--- src/rtl/uart_pkg.sv ---
// Shared UART definitions: frame constants and the receiver state encoding.
package uart_pkg;

    localparam int   UART_DATA_BITS  = 8;
    localparam logic UART_IDLE_LEVEL = 1'b1;

    typedef enum logic [2:0] {
        ST_IDLE,
        ST_START,
        ST_DATA,
        ST_STOP,
        ST_WAIT_IDLE
    } uart_rx_state_t;

endpackage

--- src/rtl/uart_rx_if.sv ---
// Received-byte stream: valid/ready handshake plus framing-error and overrun pulses.
interface uart_rx_if;
    import uart_pkg::*;

    logic [UART_DATA_BITS-1:0] data;
    logic                      valid;
    logic                      ready;
    logic                      frame_err;
    logic                      overrun;

    modport master (
        output data,
        output valid,
        output frame_err,
        output overrun,
        input  ready
    );

    modport slave (
        input  data,
        input  valid,
        input  frame_err,
        input  overrun,
        output ready
    );

endinterface

--- src/rtl/uart_rx_sync.sv ---
// Two-flop synchroniser for an asynchronous single-bit input, reset to RST_VAL.
module uart_rx_sync #(
    parameter logic RST_VAL = 1'b1
) (
    input  logic i_clk,
    input  logic i_rst_n,
    input  logic i_d,
    output logic o_q
);

    logic meta;

    always_ff @(posedge i_clk or negedge i_rst_n) begin
        if (!i_rst_n) begin
            meta <= RST_VAL;
            o_q  <= RST_VAL;
        end else begin
            meta <= i_d;
            o_q  <= meta;
        end
    end

endmodule

--- src/rtl/uart_rx.sv ---
// 8/N/1 UART receiver with mid-bit sampling and a one-byte holding register.
// Define UART_RX_MAJORITY_EN for 2-of-3 majority sampling (decisions one cycle later).
//
// state        | meaning
// -------------+-----------------------------------------------------------
// ST_IDLE      | line idle, waiting for rx_s to fall
// ST_START     | timing to mid start bit; a high sample is a false start
// ST_DATA      | sampling 8 data bits, LSB first
// ST_STOP      | timing to mid stop bit; low sample is a framing error
// ST_WAIT_IDLE | after a framing error, wait for the line to return high
module uart_rx
    import uart_pkg::*;
#(
    parameter int CLK_FREQ = 250000,
    parameter int BAUD     = 9600
) (
    input  logic      i_clk,
    input  logic      i_rst_n,
    input  logic      i_rx,
    uart_rx_if.master rx_bus
);

    localparam int CLKS_PER_BIT = CLK_FREQ / BAUD;
    localparam int HALF_BIT     = CLKS_PER_BIT / 2;
    localparam int CNT_W        = $clog2(CLKS_PER_BIT) + 1;

`ifdef UART_RX_MAJORITY_EN
    localparam int MIN_CPB    = 8;
    localparam int START_LOAD = HALF_BIT;
`else
    localparam int MIN_CPB    = 4;
    localparam int START_LOAD = HALF_BIT - 1;
`endif

    localparam logic [CNT_W-1:0] CNT_START = CNT_W'(START_LOAD);
    localparam logic [CNT_W-1:0] CNT_BIT   = CNT_W'(CLKS_PER_BIT - 1);
    localparam logic [2:0]       LAST_IDX  = 3'(UART_DATA_BITS - 1);

    if (CLKS_PER_BIT < MIN_CPB) begin : g_cfg_check
        $error("uart_rx: CLKS_PER_BIT=%0d is below the minimum of %0d", CLKS_PER_BIT, MIN_CPB);
    end

    logic rx_s;
    logic samp;

    uart_rx_sync #(.RST_VAL(UART_IDLE_LEVEL)) u_sync (
        .i_clk   (i_clk),
        .i_rst_n (i_rst_n),
        .i_d     (i_rx),
        .o_q     (rx_s)
    );

`ifdef UART_RX_MAJORITY_EN
    // Delayed copies let the vote use point-1, point and point+1.
    logic rx_d1;
    logic rx_d2;

    always_ff @(posedge i_clk or negedge i_rst_n) begin
        if (!i_rst_n) begin
            rx_d1 <= UART_IDLE_LEVEL;
            rx_d2 <= UART_IDLE_LEVEL;
        end else begin
            rx_d1 <= rx_s;
            rx_d2 <= rx_d1;
        end
    end

    assign samp = (rx_s & rx_d1) | (rx_s & rx_d2) | (rx_d1 & rx_d2);
`else
    assign samp = rx_s;
`endif

    uart_rx_state_t            state, state_nx;
    logic [CNT_W-1:0]          cnt, cnt_nx;
    logic [2:0]                bit_idx, idx_nx;
    logic [UART_DATA_BITS-1:0] shift_q, shift_nx;
    logic                      done_ok, done_ok_nx;
    logic                      done_err, done_err_nx;
    logic                      tc;

    assign tc = (cnt == '0);

    always_ff @(posedge i_clk or negedge i_rst_n) begin
        if (!i_rst_n) begin
            state    <= ST_IDLE;
            cnt      <= '0;
            bit_idx  <= '0;
            shift_q  <= '0;
            done_ok  <= 1'b0;
            done_err <= 1'b0;
        end else begin
            state    <= state_nx;
            cnt      <= cnt_nx;
            bit_idx  <= idx_nx;
            shift_q  <= shift_nx;
            done_ok  <= done_ok_nx;
            done_err <= done_err_nx;
        end
    end

    always_comb begin
        state_nx    = state;
        cnt_nx      = cnt;
        idx_nx      = bit_idx;
        shift_nx    = shift_q;
        done_ok_nx  = 1'b0;
        done_err_nx = 1'b0;
        case (state)
            ST_IDLE: begin
                if (rx_s != UART_IDLE_LEVEL) begin
                    state_nx = ST_START;
                    cnt_nx   = CNT_START;
                end
            end
            ST_START: begin
                if (!tc) begin
                    cnt_nx = cnt - 1'b1;
                end else if (samp == UART_IDLE_LEVEL) begin
                    state_nx = ST_IDLE;
                end else begin
                    state_nx = ST_DATA;
                    idx_nx   = '0;
                    cnt_nx   = CNT_BIT;
                end
            end
            ST_DATA: begin
                if (!tc) begin
                    cnt_nx = cnt - 1'b1;
                end else begin
                    shift_nx[bit_idx] = samp;
                    cnt_nx            = CNT_BIT;
                    if (bit_idx == LAST_IDX) begin
                        state_nx = ST_STOP;
                    end else begin
                        idx_nx = bit_idx + 3'd1;
                    end
                end
            end
            ST_STOP: begin
                if (!tc) begin
                    cnt_nx = cnt - 1'b1;
                end else if (samp == UART_IDLE_LEVEL) begin
                    // Returning to IDLE at mid stop bit gives half a bit of slack for the next start.
                    state_nx   = ST_IDLE;
                    done_ok_nx = 1'b1;
                end else begin
                    state_nx    = ST_WAIT_IDLE;
                    done_err_nx = 1'b1;
                end
            end
            ST_WAIT_IDLE: begin
                if (rx_s == UART_IDLE_LEVEL) begin
                    state_nx = ST_IDLE;
                end
            end
            default: state_nx = ST_IDLE;
        endcase
    end

    logic [UART_DATA_BITS-1:0] data_q;
    logic                      valid_q;
    logic                      frame_err_q;
    logic                      overrun_q;

    always_ff @(posedge i_clk or negedge i_rst_n) begin
        if (!i_rst_n) begin
            data_q      <= '0;
            valid_q     <= 1'b0;
            frame_err_q <= 1'b0;
            overrun_q   <= 1'b0;
        end else begin
            frame_err_q <= done_err;
            overrun_q   <= done_ok && valid_q && !rx_bus.ready;
            // A consume in the same cycle frees the slot, so the new byte may land.
            if (done_ok && (!valid_q || rx_bus.ready)) begin
                data_q  <= shift_q;
                valid_q <= 1'b1;
            end else if (valid_q && rx_bus.ready) begin
                valid_q <= 1'b0;
            end
        end
    end

    assign rx_bus.data      = data_q;
    assign rx_bus.valid     = valid_q;
    assign rx_bus.frame_err = frame_err_q;
    assign rx_bus.overrun   = overrun_q;

endmodule

--- src/flat_wrapper.sv ---
// flat-port wrapper written by rule: the top's interface ports become plain ports
module uart_rx_flat import uart_pkg::*;
#(
    parameter int CLK_FREQ = 250000,
    parameter int BAUD     = 9600
)
  (i_clk, i_rst_n, i_rx, rx_bus_data, rx_bus_valid, rx_bus_frame_err, rx_bus_overrun, rx_bus_ready);
  uart_rx_if rx_bus_i ();
  input  logic i_clk;
  input  logic i_rst_n;
  input  logic i_rx;
  output wire logic [$bits(rx_bus_i.data)-1:0] rx_bus_data;
  output wire logic [$bits(rx_bus_i.valid)-1:0] rx_bus_valid;
  output wire logic [$bits(rx_bus_i.frame_err)-1:0] rx_bus_frame_err;
  output wire logic [$bits(rx_bus_i.overrun)-1:0] rx_bus_overrun;
  input wire logic [$bits(rx_bus_i.ready)-1:0] rx_bus_ready;
  assign rx_bus_data = rx_bus_i.data;
  assign rx_bus_valid = rx_bus_i.valid;
  assign rx_bus_frame_err = rx_bus_i.frame_err;
  assign rx_bus_overrun = rx_bus_i.overrun;
  assign rx_bus_i.ready = rx_bus_ready;
  uart_rx #(.CLK_FREQ(CLK_FREQ), .BAUD(BAUD)) u_core (.i_clk(i_clk), .i_rst_n(i_rst_n), .i_rx(i_rx), .rx_bus(rx_bus_i));
endmodule
--- config.mk ---
export PLATFORM = sky130hd
export DESIGN_NAME = uart_rx_flat
export DESIGN_NICKNAME = d
export VERILOG_FILES = /design/src/rtl/uart_pkg.sv /design/src/rtl/uart_rx_if.sv /design/src/rtl/uart_rx_sync.sv /design/src/rtl/uart_rx.sv /design/src/flat_wrapper.sv
export SDC_FILE = /design/constraint.sdc
export NUM_CORES = 1
export LEC_CHECK = 0
export CORE_MARGIN = 4
export CORE_UTILIZATION = 60
export CTS_CLUSTER_DIAMETER = 30
export DETAILED_ROUTE_END_ITERATION = 8
export PLACE_DENSITY = 0.86
export SLEW_MARGIN = 10
export SYNTH_ARGS = -nofsm -noshare
export SYNTH_HDL_FRONTEND = slang
export SYNTH_SLANG_ARGS = --single-unit
--- constraint.sdc ---
create_clock -name i_clk -period 5.85 [get_ports i_clk]
set_input_delay 0.585 -clock i_clk [delete_from_list [all_inputs] [get_ports i_clk]]
set_output_delay 0.585 -clock i_clk [all_outputs]
set_load 0.05 [all_outputs]
==> metrics.md <==
| Metric | Value |
|---|---|
| Cells after synthesis | `150` |
| Flops & latches, synth | `35` |
| Final setup viols | `0` |
| Vias per std cell | `6.132` |
| Syn nets | `158` |
| R2r endpoint | `u_core.shift_q[5]` |
| Area growth syn-to-layout | `13.85%` |
| Final hold violation count | `0` |
| Setup TNS | `0 ps` |
| Least-Margin Pin Slew | `626.9 ps` |
| Post-synth top area cell | `dfrtp_1` |
| PnR Total Power | `688.9 uW` |
| Critical Path End Type | `flop` |
| Core ar. | `0.002567 mm^2` |
| Sequential area share after synthesis | `0.5254` |
| Final min period | `2296 ps` |
| Worst R2R Setup Slack | `3550 ps` |
| Synth Cell Area | `0.001672 mm^2` |
| DRT antenna net count | `0` |
| Hold_buf cts | `0` |
| Largest net degree at the start of global routing | `36` |
| Nets | `174` |
| Startpoint class of the critical path | `flop` |
| Worst Reg2Reg Path Length in Cells | `6` |
| Ys async rst share | `1.000` |
| Critical path arrival | `2530 ps` |
| Yosys warns | `0` |
| Starting DRT DRC Count | `45` |
| Initial Util | `0.6511` |
| GR Util All Layers | `0.2068` |
| Gpl congestion | `0.8639` |
| Worst reg2reg path startpoint | `u_core.cnt[0]` |
| Most common cell in the netlist | `dfrtp_1` |
| Clock sinks | `35` |
| Yosys cell types | `40` |
| Most frequent cells after synthesis | `dfrtp_1, nand2_1, mux2_2` |
| EDFF count, synth | `0` |
| CTS H-tree depth | `2` |
| IO Port Bufs | `14` |
| Top_reg_cell synth | `dfrtp_1` |
| Post-DP HPWL | `2272 um` |
| Die area | `0.003694 mm^2` |
| Drt first pass iters | `4` |
| CTS tree | `yes` |
| FILL cells | `194` |
| Worst slew margin | `0.5762` |
| Share of layout cells above drive strength 1 | `0.1737` |
| Area share of the largest cell type after synthesis | `0.4940` |
| Period Utilization, post-route | `0.3925` |
| Power Dens Cells | `362.0 mW/mm^2` |
| Final design utilization | `0.7412` |
| Max Slew Vio Count | `0` |
| Achievable frequency | `435.5 MHz` |
| Initial antenna violation count | `0` |
| Peak VDD IR | `0.0003312 V` |
| Gr ovfl total | `0` |
| Placement Rows | `18` |
| Req. time, crit path | `6090 ps` |
| Vias in the first global route | `1176` |
| Wire per inst | `16.25 um` |
| Static Leak | `0.8805 nW` |
| Max FO, Critical Path | `6` |
| Syn avg cell area | `11.14 um^2` |
| IO Count | `15` |
| Startpoint of the worst hold path | `u_core.done_err` |
| Total vias in the final route | `1208` |
| Worst-path clk slew | `100 ps` |
| DRC | `0` |
| WS Path Type | `reg2reg` |
| Clock skew | `4.676 ps` |
| Outcome | `completed` |
| Die Ht | `60.78 um` |
| Unrepaired setup endpoints after global routing | `no` |
| Max-Cap Viols | `0` |
| Hold Path Class | `reg2reg` |
| Post-cts sizing count | `0` |
| Hold-critical path endpoint | `u_core.rx_bus.frame_err` |
| Clock root buffer | `clkbuf_4` |
| Setup Fix Bufs, Post-CTS | `0` |
| Die W | `60.78 um` |
| Ant. Diodes | `0` |
| Synth area leaders | `dfrtp_1, mux2_2, dfstp_2` |
| Final wirelength | `3202 um` |
| Total CTS buffers | `5` |
| CTS max path bufs | `2` |
| Worst-Skew Late Latency | `340 ps` |
| Hold depth | `0` |
| First-pass GRT wire length | `5451 um` |
## registers in the layout, summed over array words and instances, names as in the netlist, 3 cells and up
register and count:
u_core.shift_q 8, u_core.cnt 6, u_core.bit_idx 3, u_core.rx_bus.data 8
u_core.state 3
## cells in the final DEF (no fill, tap or decap), types with 2 or more instances in the layout
master,netlist,layout
nand3_1,5,5
a21oi_1,3,3
nor3_1,3,3
ha_1,4,4
mux2_2,13,13
clkbuf_4,0,5
clkbuf_8,0,2
clkdlybuf4s50_1,0,14
a221oi_1,2,2
a31oi_1,3,3
o21ai_0,3,3
dfstp_2,2,2
dfrtp_1,33,33
nor2_1,12,12
mux2i_1,2,2
inv_1,9,9
nand3b_1,2,2
nor3b_1,7,7
mux2_1,3,3
nand2b_1,2,2
nand2_1,14,14
a21o_1,2,2
## worst max-delay path, cell delays in order, from the launching register on
cell and delay (ps):
dfrtp_1 450, inv_1 120, ha_1 180, nor4b_1 530, nand4_1 280, nor3b_1 270, mux2_2 360
## per-layer routing
layer / global-route usage / share of wire
met1: 0.2599 / 0.44
met2: 0.3206 / 0.48
met3: 0.09149 / 0.066
met4: 0.06811 / 0.017
met5: 0 / 0
## cell families after synthesis
group,synth area share
multiplexers,0.1198
AND/OR/NAND/NOR,0.1751
adder cells (fa/ha/maj),0.02994
AO/OA/AOI/OAI,0.1108
XOR/XNOR,0.005240
buffers and inverters,0.03368
flip-flops,0.5254
## stage by stage
step                instances  setup WS, ps  hold WS, ps  instance area (um^2)
global placement          189          3657        340.7                  1834
floorplan                 150          3825        289.4                  1672
global route              197          3385        374.2                  1903
detailed placement        189          3571        347.2                  1834
finish                    197          3554        365.0                  1903
CTS                       197          3558        368.9                  1903
## worst max-delay path by stage
stage,from,endpoint,cells past startpoint
after global routing,u_core.cnt[0],u_core.shift_q[5],6
after detailed placement,u_core.cnt[0],u_core.shift_q[5],6
after CTS,u_core.cnt[0],u_core.shift_q[5],6
after floorplan,u_core.cnt[0],u_core.shift_q[5],6
after global placement,u_core.cnt[0],u_core.shift_q[5],6
final,u_core.cnt[0],u_core.shift_q[5],6
## power by group
group	leakage, nW	internal [mW]	total [mW]	switching (mW)
registers	0.462	0.275	0.331	0.0556
logic	0.380	0.0976	0.212	0.115
clock network	0.0386	0.0706	0.146	0.0753
## area by class of cell
cell class	instances	area, um^2	share of cell area
tap	30	37.54	0.01972
multi-input combinational	100	737.0	0.3872
sequential	35	878.3	0.4615
inverter	9	33.78	0.01775
clock buffer	8	68.82	0.03616
timing repair buffer	15	147.6	0.07758
No activity file was read; power rests on OpenSTA's default activity.
